==> src/rtl/cpu_timing_gen.sv <==
// One-hot beat generator (T0..T[NUM_BEATS-1]) for the model CPU control unit.
// Optional single-instruction stepping is compiled in with `define SINGLE_STEP_EN.
module cpu_timing_gen #(
  parameter int NUM_BEATS = 8,
  parameter int CNT_W     = 8
) (
  input  logic                 CLK,
  input  logic                 RESET,
  input  logic                 START,
  input  logic                 STEP,
  input  logic                 HALT_REQ,
  output logic [NUM_BEATS-1:0] T,
  output logic                 RUN,
  output logic                 HALTED,
  output logic                 CYC_END,
  output logic [CNT_W-1:0]     INSTR_CNT
);

  typedef enum logic [1:0] {
    S_IDLE   = 2'd0,
    S_RUN    = 2'd1,
    S_STEP   = 2'd2,
    S_HALTED = 2'd3
  } state_t;

  localparam logic [NUM_BEATS-1:0] T_ZERO  = {NUM_BEATS{1'b0}};
  localparam logic [NUM_BEATS-1:0] T_FIRST = {{(NUM_BEATS-1){1'b0}}, 1'b1};
  localparam logic [CNT_W-1:0]     CNT_ONE = {{(CNT_W-1){1'b0}}, 1'b1};

  state_t               state_q, state_d;
  logic [NUM_BEATS-1:0] t_q, t_d;
  logic                 halt_pend_q, halt_pend_d;
  logic [CNT_W-1:0]     cnt_q, cnt_d;
  logic                 run_q, run_d;
  logic                 halted_q, halted_d;
  logic                 cyc_end_q, cyc_end_d;

`ifndef SINGLE_STEP_EN
  logic step_unused_s;
  assign step_unused_s = STEP;
`endif

  // Next-state, beat, halt-pending and counter logic.
  always_comb begin
    state_d     = state_q;
    t_d         = t_q;
    halt_pend_d = halt_pend_q;
    cnt_d       = cnt_q;
    case (state_q)
      S_IDLE: begin
        t_d         = T_ZERO;
        halt_pend_d = 1'b0;
        if (START) begin
          state_d = S_RUN;
          t_d     = T_FIRST;
        end
`ifdef SINGLE_STEP_EN
        else if (STEP) begin
          state_d = S_STEP;
          t_d     = T_FIRST;
        end
`endif
        else begin
          state_d = S_IDLE;
        end
      end
`ifdef SINGLE_STEP_EN
      S_RUN, S_STEP: begin
`else
      S_RUN: begin
`endif
        // Leaving the last beat completes the instruction; halts only take effect here.
        if (t_q[NUM_BEATS-1]) begin
          cnt_d       = cnt_q + CNT_ONE;
          halt_pend_d = 1'b0;
          if (halt_pend_q || HALT_REQ) begin
            state_d = S_HALTED;
            t_d     = T_ZERO;
          end
`ifdef SINGLE_STEP_EN
          else if (state_q == S_STEP) begin
            state_d = S_IDLE;
            t_d     = T_ZERO;
          end
`endif
          else begin
            t_d = T_FIRST;
          end
        end else begin
          t_d         = {t_q[NUM_BEATS-2:0], 1'b0};
          halt_pend_d = halt_pend_q | HALT_REQ;
        end
      end
      S_HALTED: begin
        state_d     = S_HALTED;
        t_d         = T_ZERO;
        halt_pend_d = 1'b0;
      end
      default: begin
        state_d     = S_IDLE;
        t_d         = T_ZERO;
        halt_pend_d = 1'b0;
      end
    endcase
  end

  // Status outputs follow the next state so they register alongside T.
  always_comb begin
    run_d     = (state_d == S_RUN) || (state_d == S_STEP);
    halted_d  = (state_d == S_HALTED);
    cyc_end_d = t_d[NUM_BEATS-1];
  end

  // State and output registers with synchronous reset.
  always_ff @(posedge CLK) begin
    if (RESET) begin
      state_q     <= S_IDLE;
      t_q         <= T_ZERO;
      halt_pend_q <= 1'b0;
      cnt_q       <= {CNT_W{1'b0}};
      run_q       <= 1'b0;
      halted_q    <= 1'b0;
      cyc_end_q   <= 1'b0;
    end else begin
      state_q     <= state_d;
      t_q         <= t_d;
      halt_pend_q <= halt_pend_d;
      cnt_q       <= cnt_d;
      run_q       <= run_d;
      halted_q    <= halted_d;
      cyc_end_q   <= cyc_end_d;
    end
  end

  assign T         = t_q;
  assign RUN       = run_q;
  assign HALTED    = halted_q;
  assign CYC_END   = cyc_end_q;
  assign INSTR_CNT = cnt_q;

endmodule
==> config.mk <==
export PLATFORM = sky130hd
export DESIGN_NAME = cpu_timing_gen
export DESIGN_NICKNAME = d
export VERILOG_FILES = /design/src/rtl/cpu_timing_gen.sv
export SDC_FILE = /design/constraint.sdc
export NUM_CORES = 1
export LEC_CHECK = 0
export BUFFER_PORTS_ARGS = -buffer_cell sky130_fd_sc_hd__buf_2
export CAP_MARGIN = 10
export CORE_MARGIN = 4
export CORE_UTILIZATION = 50
export CTS_BUF_LIST = sky130_fd_sc_hd__clkbuf_16
export DETAILED_ROUTE_END_ITERATION = 16
export PLACE_DENSITY = 0.78
export SLEW_MARGIN = 5
export SYNTH_ARGS = -nofsm -noshare
export SYNTH_HDL_FRONTEND = slang
export SYNTH_SLANG_ARGS = --single-unit
==> constraint.sdc <==
create_clock -name CLK -period 2.9 [get_ports CLK]
set_input_delay 0.435 -clock CLK [delete_from_list [all_inputs] [get_ports CLK]]
set_output_delay 0.435 -clock CLK [all_outputs]
set_load 0.02 [all_outputs]
==> impl_metrics.toml, run 1 <==
[outcome]
status = "finished, final reports clean"

[drt]
wire_per_inst_um = 14.2
wirelength_mm = 1.61
dr.pass1.iters = 4
post-route-drc-count = 0
drt_iter0_markers = 3
viasPerCell = 5.50
ant_nets = 0
vias = 621

[die]
die_x_um = 47.2
start_util_pct = 56.3
io_pins = 24
core-area_um2 = 1370
dieArea_um2 = 2230
die_height_um = 47.2
core.rowCount = 13

[sta]
min_period_over_period_pct = 54.3
fin_skew_ns = 0.00360
final_max_slew_viol_count = 0
finalHoldViolCount = 0
fmax_mhz = 635
setup_tns_ns = 0
holdWs_ns = 0.444
maxSlewHeadroom_pct = 38.2
setup_viol_count_final = 0
tightest_slew_ns = 0.915
rsz0062_at_grt = "false"
period_minus_slack_ns = 1.57

[worst_setup_path]
end_kind = "register"
arrival_ns = 1.77
slowest_stage = "nor4b_1"
cp.required_ns = 3.09
max_stage_delay_ns = 0.78
cp-start-kind = "register"
path_max_fanout = 8
worstPathCellList = "nor4b_1, and2_2"
cpLargestDelayFamily = "simple AND/OR/NAND/NOR gates"
critical_path_class = "reg -> reg"
cp.buffers_inverters = 0

[yosys]
synthArstFlopShare_pct = 0
synthCells = 74
avgSynthCellArea_um2 = 10.4
ys_types = 27
seq_area_frac_synth_pct = 54.6
syn_area_um2 = 769
synth_seq_cells = 21
ys.flop_type = "dfxtp_1"
syn_nets = 81
synth_edf_count = 0
synth-warning-count = 0

[cts]
clockBufferDepth = 2
cts_buffers = 3
cts_setup_buffers = 0
clk_pin_slew_worst_paths_ns = 0.06
htreeDepth = 1
clk_latency_ns = 0.25
cts-resized-gates = 0
clock_sinks = 21
cts-root-buf = "clkbuf_16"
tritoncts = "done"
ctsHoldBuffers = 0

[global_route]
grt_usage_pct = 15.9
antenna_found_initial = 0
grt_max_degree = 15
grt_overflow = 0
grt_pass1_wl_mm = 2.52
grt_pass1_vias = 557

[hold_path]
hold_class = "in -> reg"

[placement]
port-buffer-count = 22
gp_congestion = 0.728
dpl.hpwl_mm = 1.12

[layout]
final_util_pct = 70.8
final.fill_count = 112
multi_input_area_um2 = 334
drive_gt1_share_pct = 28.6
syn2layout_area_growth_pct = 25.7
fin_nets = 106
diodes = 0
register_area_um2 = 420

[flow_run]
cap_violations = 0

[power]
leakagePower_nw = 0.460
cellPowerDensity_nw_per_um2 = 616
peakVddDrop_uv = 470
synth_stat cells, drive strengths merged (2+ instances only):
cell type	instances	area (um^2)
nor2b	5	31.3
dfxtp	21	420
and2	7	45.1
nand4	2	12.5
o21ai	4	20.0
nor2	4	15.0
o31ai	2	15.0
xor2	2	17.5
ha	2	25.0
nand2	2	7.51
or4	2	15.0
a21oi	5	25.0
or3	3	18.8
where the power goes:
group / leakage (nW) / internal, mW / switching (mW)
combinational: 0.249 / 0.00700 / 0.0102
sequential: 0.170 / 0.292 / 0.00296
clock: 0.0409 / 0.185 / 0.0990
cells in the final DEF (no fill, tap or decap):
cell and instances:
ha_1 2, clkbuf_16 3, or4_1 2, nor2b_1 5
mux2i_1 1, nand3b_4 1, clkinv_2 1, a21oi_1 5
inv_1 1, buf_2 22, and2b_1 1, nor4b_1 1
a31oi_1 1, a21boi_0 1, nand2_1 2, a21o_1 1
and2_2 1, nor2_1 4, nand4b_1 1, o31ai_1 2
or3_1 3, nand4_1 2, xor2_1 2, and2_1 6
nor3_1 1, nand3_1 1, o21ai_0 4, dfxtp_1 21
cell families after synthesis:
| family | share of synthesized area, % |
|---|---|
| xor+xnor | 2.28 |
| flops | 54.6 |
| simple gates | 26.0 |
| buf+inv | 1.95 |
| fa+ha+maj | 3.25 |
| mux | 1.30 |
| compound gates | 10.6 |
layer usage:
layer  up-vias  part of all wire (%)  global-route usage [%]
met5         -                     0                       0
met4         0                     0                    4.97
met3         0                   5.7                    3.45
met2        24                    54                    28.6
met1       290                    40                    18.6
li1        307                     -                       -
metrics by stage:
step	power (mW)	cells	area (um^2)	worst slack, ns
global route	0.618	113	967	1.21
global placement	0.318	109	887	1.21
detailed placement	0.319	109	887	1.17
CTS	0.600	113	967	1.31
finish	0.596	113	967	1.33
floorplan	0.312	74	769	1.51
registers in the layout (all words and copies together), names as in the netlist:
register,cells
HALTED,1
T,8
RUN,1
halt_pend_q,1
state_q,2
INSTR_CNT,8
layout make-up:
class	count	area share [%]
clock inverter	1	0.517
sequential	21	43.5
timing repair buffer	22	11.4
clock buffer	3	7.76
tap	15	1.94
inverter	1	0.388
multi-input combinational	50	34.5
worst min-delay path, cell delays in order:
cell and delay, ns:
buf_2 0.08, nor2_1 0.05, nor2b_1 0.09
final timing paths:
path / from / end / slack [ns] / cells after the start
worst max-delay path: state_q[0]$_SDFF_PP0_ / T[5]$_SDFF_PP0_ / 1.33 / 2
worst min-delay path: HALT_REQ / halt_pend_q$_SDFF_PP0_ / 0.44 / 3
worst max register to register: state_q[0]$_SDFF_PP0_ / T[5]$_SDFF_PP0_ / 1.33 / 2
worst min register to register: T[2]$_SDFF_PP0_ / T[3]$_SDFF_PP0_ / 0.45 / 1
Power figures use the tool's default switching activity.
==> run 2, diff against run 1 <==
Settings changed: CORE_UTILIZATION 50 to 43, PLACE_DENSITY 0.78 to 0.72.
Clock period 2.9 ns to 1.4 ns, I/O delays scaled along.
==> impl_metrics.toml, run 2 (synthesis results as in run 1) <==
[outcome]
status = "finished, final reports clean"

[global_route]
grt_pass1_vias = 627
grt_max_degree = 15
grt_pass1_wl_mm = 2.72
antenna_found_initial = 0
grt_overflow = 0
grt_usage_pct = 13.7

[cts]
ctsHoldBuffers = 0
cts_setup_buffers = 0
cts-root-buf = "clkbuf_16"
clk_latency_ns = 0.25
clockBufferDepth = 2
clock_sinks = 21
cts_buffers = 3
clk_pin_slew_worst_paths_ns = 0.05
htreeDepth = 1
tritoncts = "done"

[power]
p_seq_share_pct = 49.9
switching_share_pct = 18.2
peakVddDrop_uv = 805
leakagePower_nw = 0.487
finalPower_mw = 1.23
p_int_mw = 1.00
cellPowerDensity_nw_per_um2 = 1200
combPwrFrac_pct = 3.2
clockPowerShare_pct = 46.9
p_sw_uw = 223

[sta]
period_minus_slack_ns = 1.28
setup_tns_ns = 0
fmax_mhz = 781
fin_skew_ns = 0.00366
final_max_slew_viol_count = 0
tightest_slew_ns = 0.259
finalHoldViolCount = 0
maxSlewHeadroom_pct = 82.5
min_period_over_period_pct = 91.5
setup_viol_count_final = 0
setup_ws_ns = 0.119
rsz0062_at_grt = "false"

[die]
io_pins = 24
dieArea_um2 = 2530
start_util_pct = 45.1
die_x_um = 50.3
core.rowCount = 15
core-area_um2 = 1710
die_height_um = 50.3

[drt]
wire_per_inst_um = 11.8
viasPerCell = 5.01
post-route-drc-count = 0
wirelength_mm = 1.51
ant_nets = 0
route.met2.wl_um = 762
vias = 641
met1Wirelength_um = 675
top_layer = "met4"
route.met3.wl_um = 59
dr.pass1.iters = 4
drt_iter0_markers = 4

[layout]
final_area_um2 = 1020
final_cell_mix = "buf_2, dfxtp_1, and2_1"
multi_input_area_um2 = 334
register_area_um2 = 423
diodes = 0
final.fill_count = 153
syn2layout_area_growth_pct = 32.4
drive_gt1_share_pct = 33.0
mostFrequentLayoutCell = "buf_2"
fin_nets = 111

[hold_path]
hold_class = "in -> reg"
holdPathEnd = "halt_pend_q$_SDFF_PP0_"
min_path_cells = 3
hold_start = "HALT_REQ"

[worst_setup_path]
path_max_fanout = 6
reg2reg_depth = 3
worst-r2r-setup-slack_ns = 0.12
rr_startpoint = "INSTR_CNT[0]$_SDFFE_PP0P_"
cp-start-kind = "register"
arrival_ns = 1.46
worst_r2r_endpoint = "INSTR_CNT[7]$_SDFFE_PP0P_"
cp.required_ns = 1.58
critical_path_class = "reg -> reg"
end_kind = "register"

[placement]
dpl.hpwl_mm = 1.12
port-buffer-count = 22
place_ws_ns = 0.0105
gp_congestion = 0.705
placed_cell_area_um2 = 937

[flow_run]
cap_violations = 0
-- run 2: critical path: stages (launching register included) --
cell and delay (ns):
dfxtp_1 0.39, nand3_1 0.19, or4_1 0.50, a21oi_1 0.14
-- run 2: timing repair --
action / CTS / global route
hold endpoints to repair: 0 / 0
setup endpoints to repair: 1 / 3
gates resized for setup: 1 / 2
-- run 2: final cells by class --
| class | instances | area share [%] |
|---|---|---|
| inverter | 1 | 0.369 |
| clock inverter | 1 | 0.369 |
| multi-input combinational | 50 | 32.8 |
| clock buffer | 3 | 7.37 |
| timing repair buffer | 27 | 14.5 |
| tap | 25 | 3.07 |
| sequential | 21 | 41.5 |
-- run 2: layer usage --
metal  vias to the layer above  GRT usage, %
met2                        14          22.8
met4                         0          5.38
li1                        317             -
met1                       308          17.0
met3                         2          3.26
met5                         -             0
-- run 2: power by group through the flow --
stage	clock, mW	combinational (mW)	sequential [mW]
after CTS	0.584	0.0399	0.611
after global routing	0.624	0.0436	0.613
after detailed placement	0	0.0393	0.624
final	0.574	0.0392	0.612
after floorplan	0	0.0170	0.629
after global placement	0	0.0377	0.624
-- run 2: worst max path at each step --
| stage | start | to | slack (ns) | depth (start not counted) |
|---|---|---|---|---|
| after floorplan | INSTR_CNT[0]$_SDFFE_PP0P_ | INSTR_CNT[4]$_SDFFE_PP0P_ | 0.01 | 4 |
| after global placement | T[7]$_SDFF_PP0_ | RUN$_SDFF_PP0_ | 0.09 | 4 |
| after detailed placement | T[7]$_SDFF_PP0_ | RUN$_SDFF_PP0_ | 0.01 | 4 |
| after CTS | T[7]$_SDFF_PP0_ | RUN$_SDFF_PP0_ | 0.06 | 4 |
| after global routing | INSTR_CNT[1]$_SDFFE_PP0P_ | INSTR_CNT[6]$_SDFFE_PP0P_ | 0.02 | 4 |
| final | INSTR_CNT[0]$_SDFFE_PP0P_ | INSTR_CNT[7]$_SDFFE_PP0P_ | 0.12 | 3 |
-- run 2: through the flow --
stage	instances	util (%)	hold WS (ns)
detailed placement	124	54.9	0.439
global placement	124	54.9	0.428
floorplan	74	-	0.282
global route	128	59.6	0.313
finish	128	59.6	0.254
CTS	128	59.5	0.262
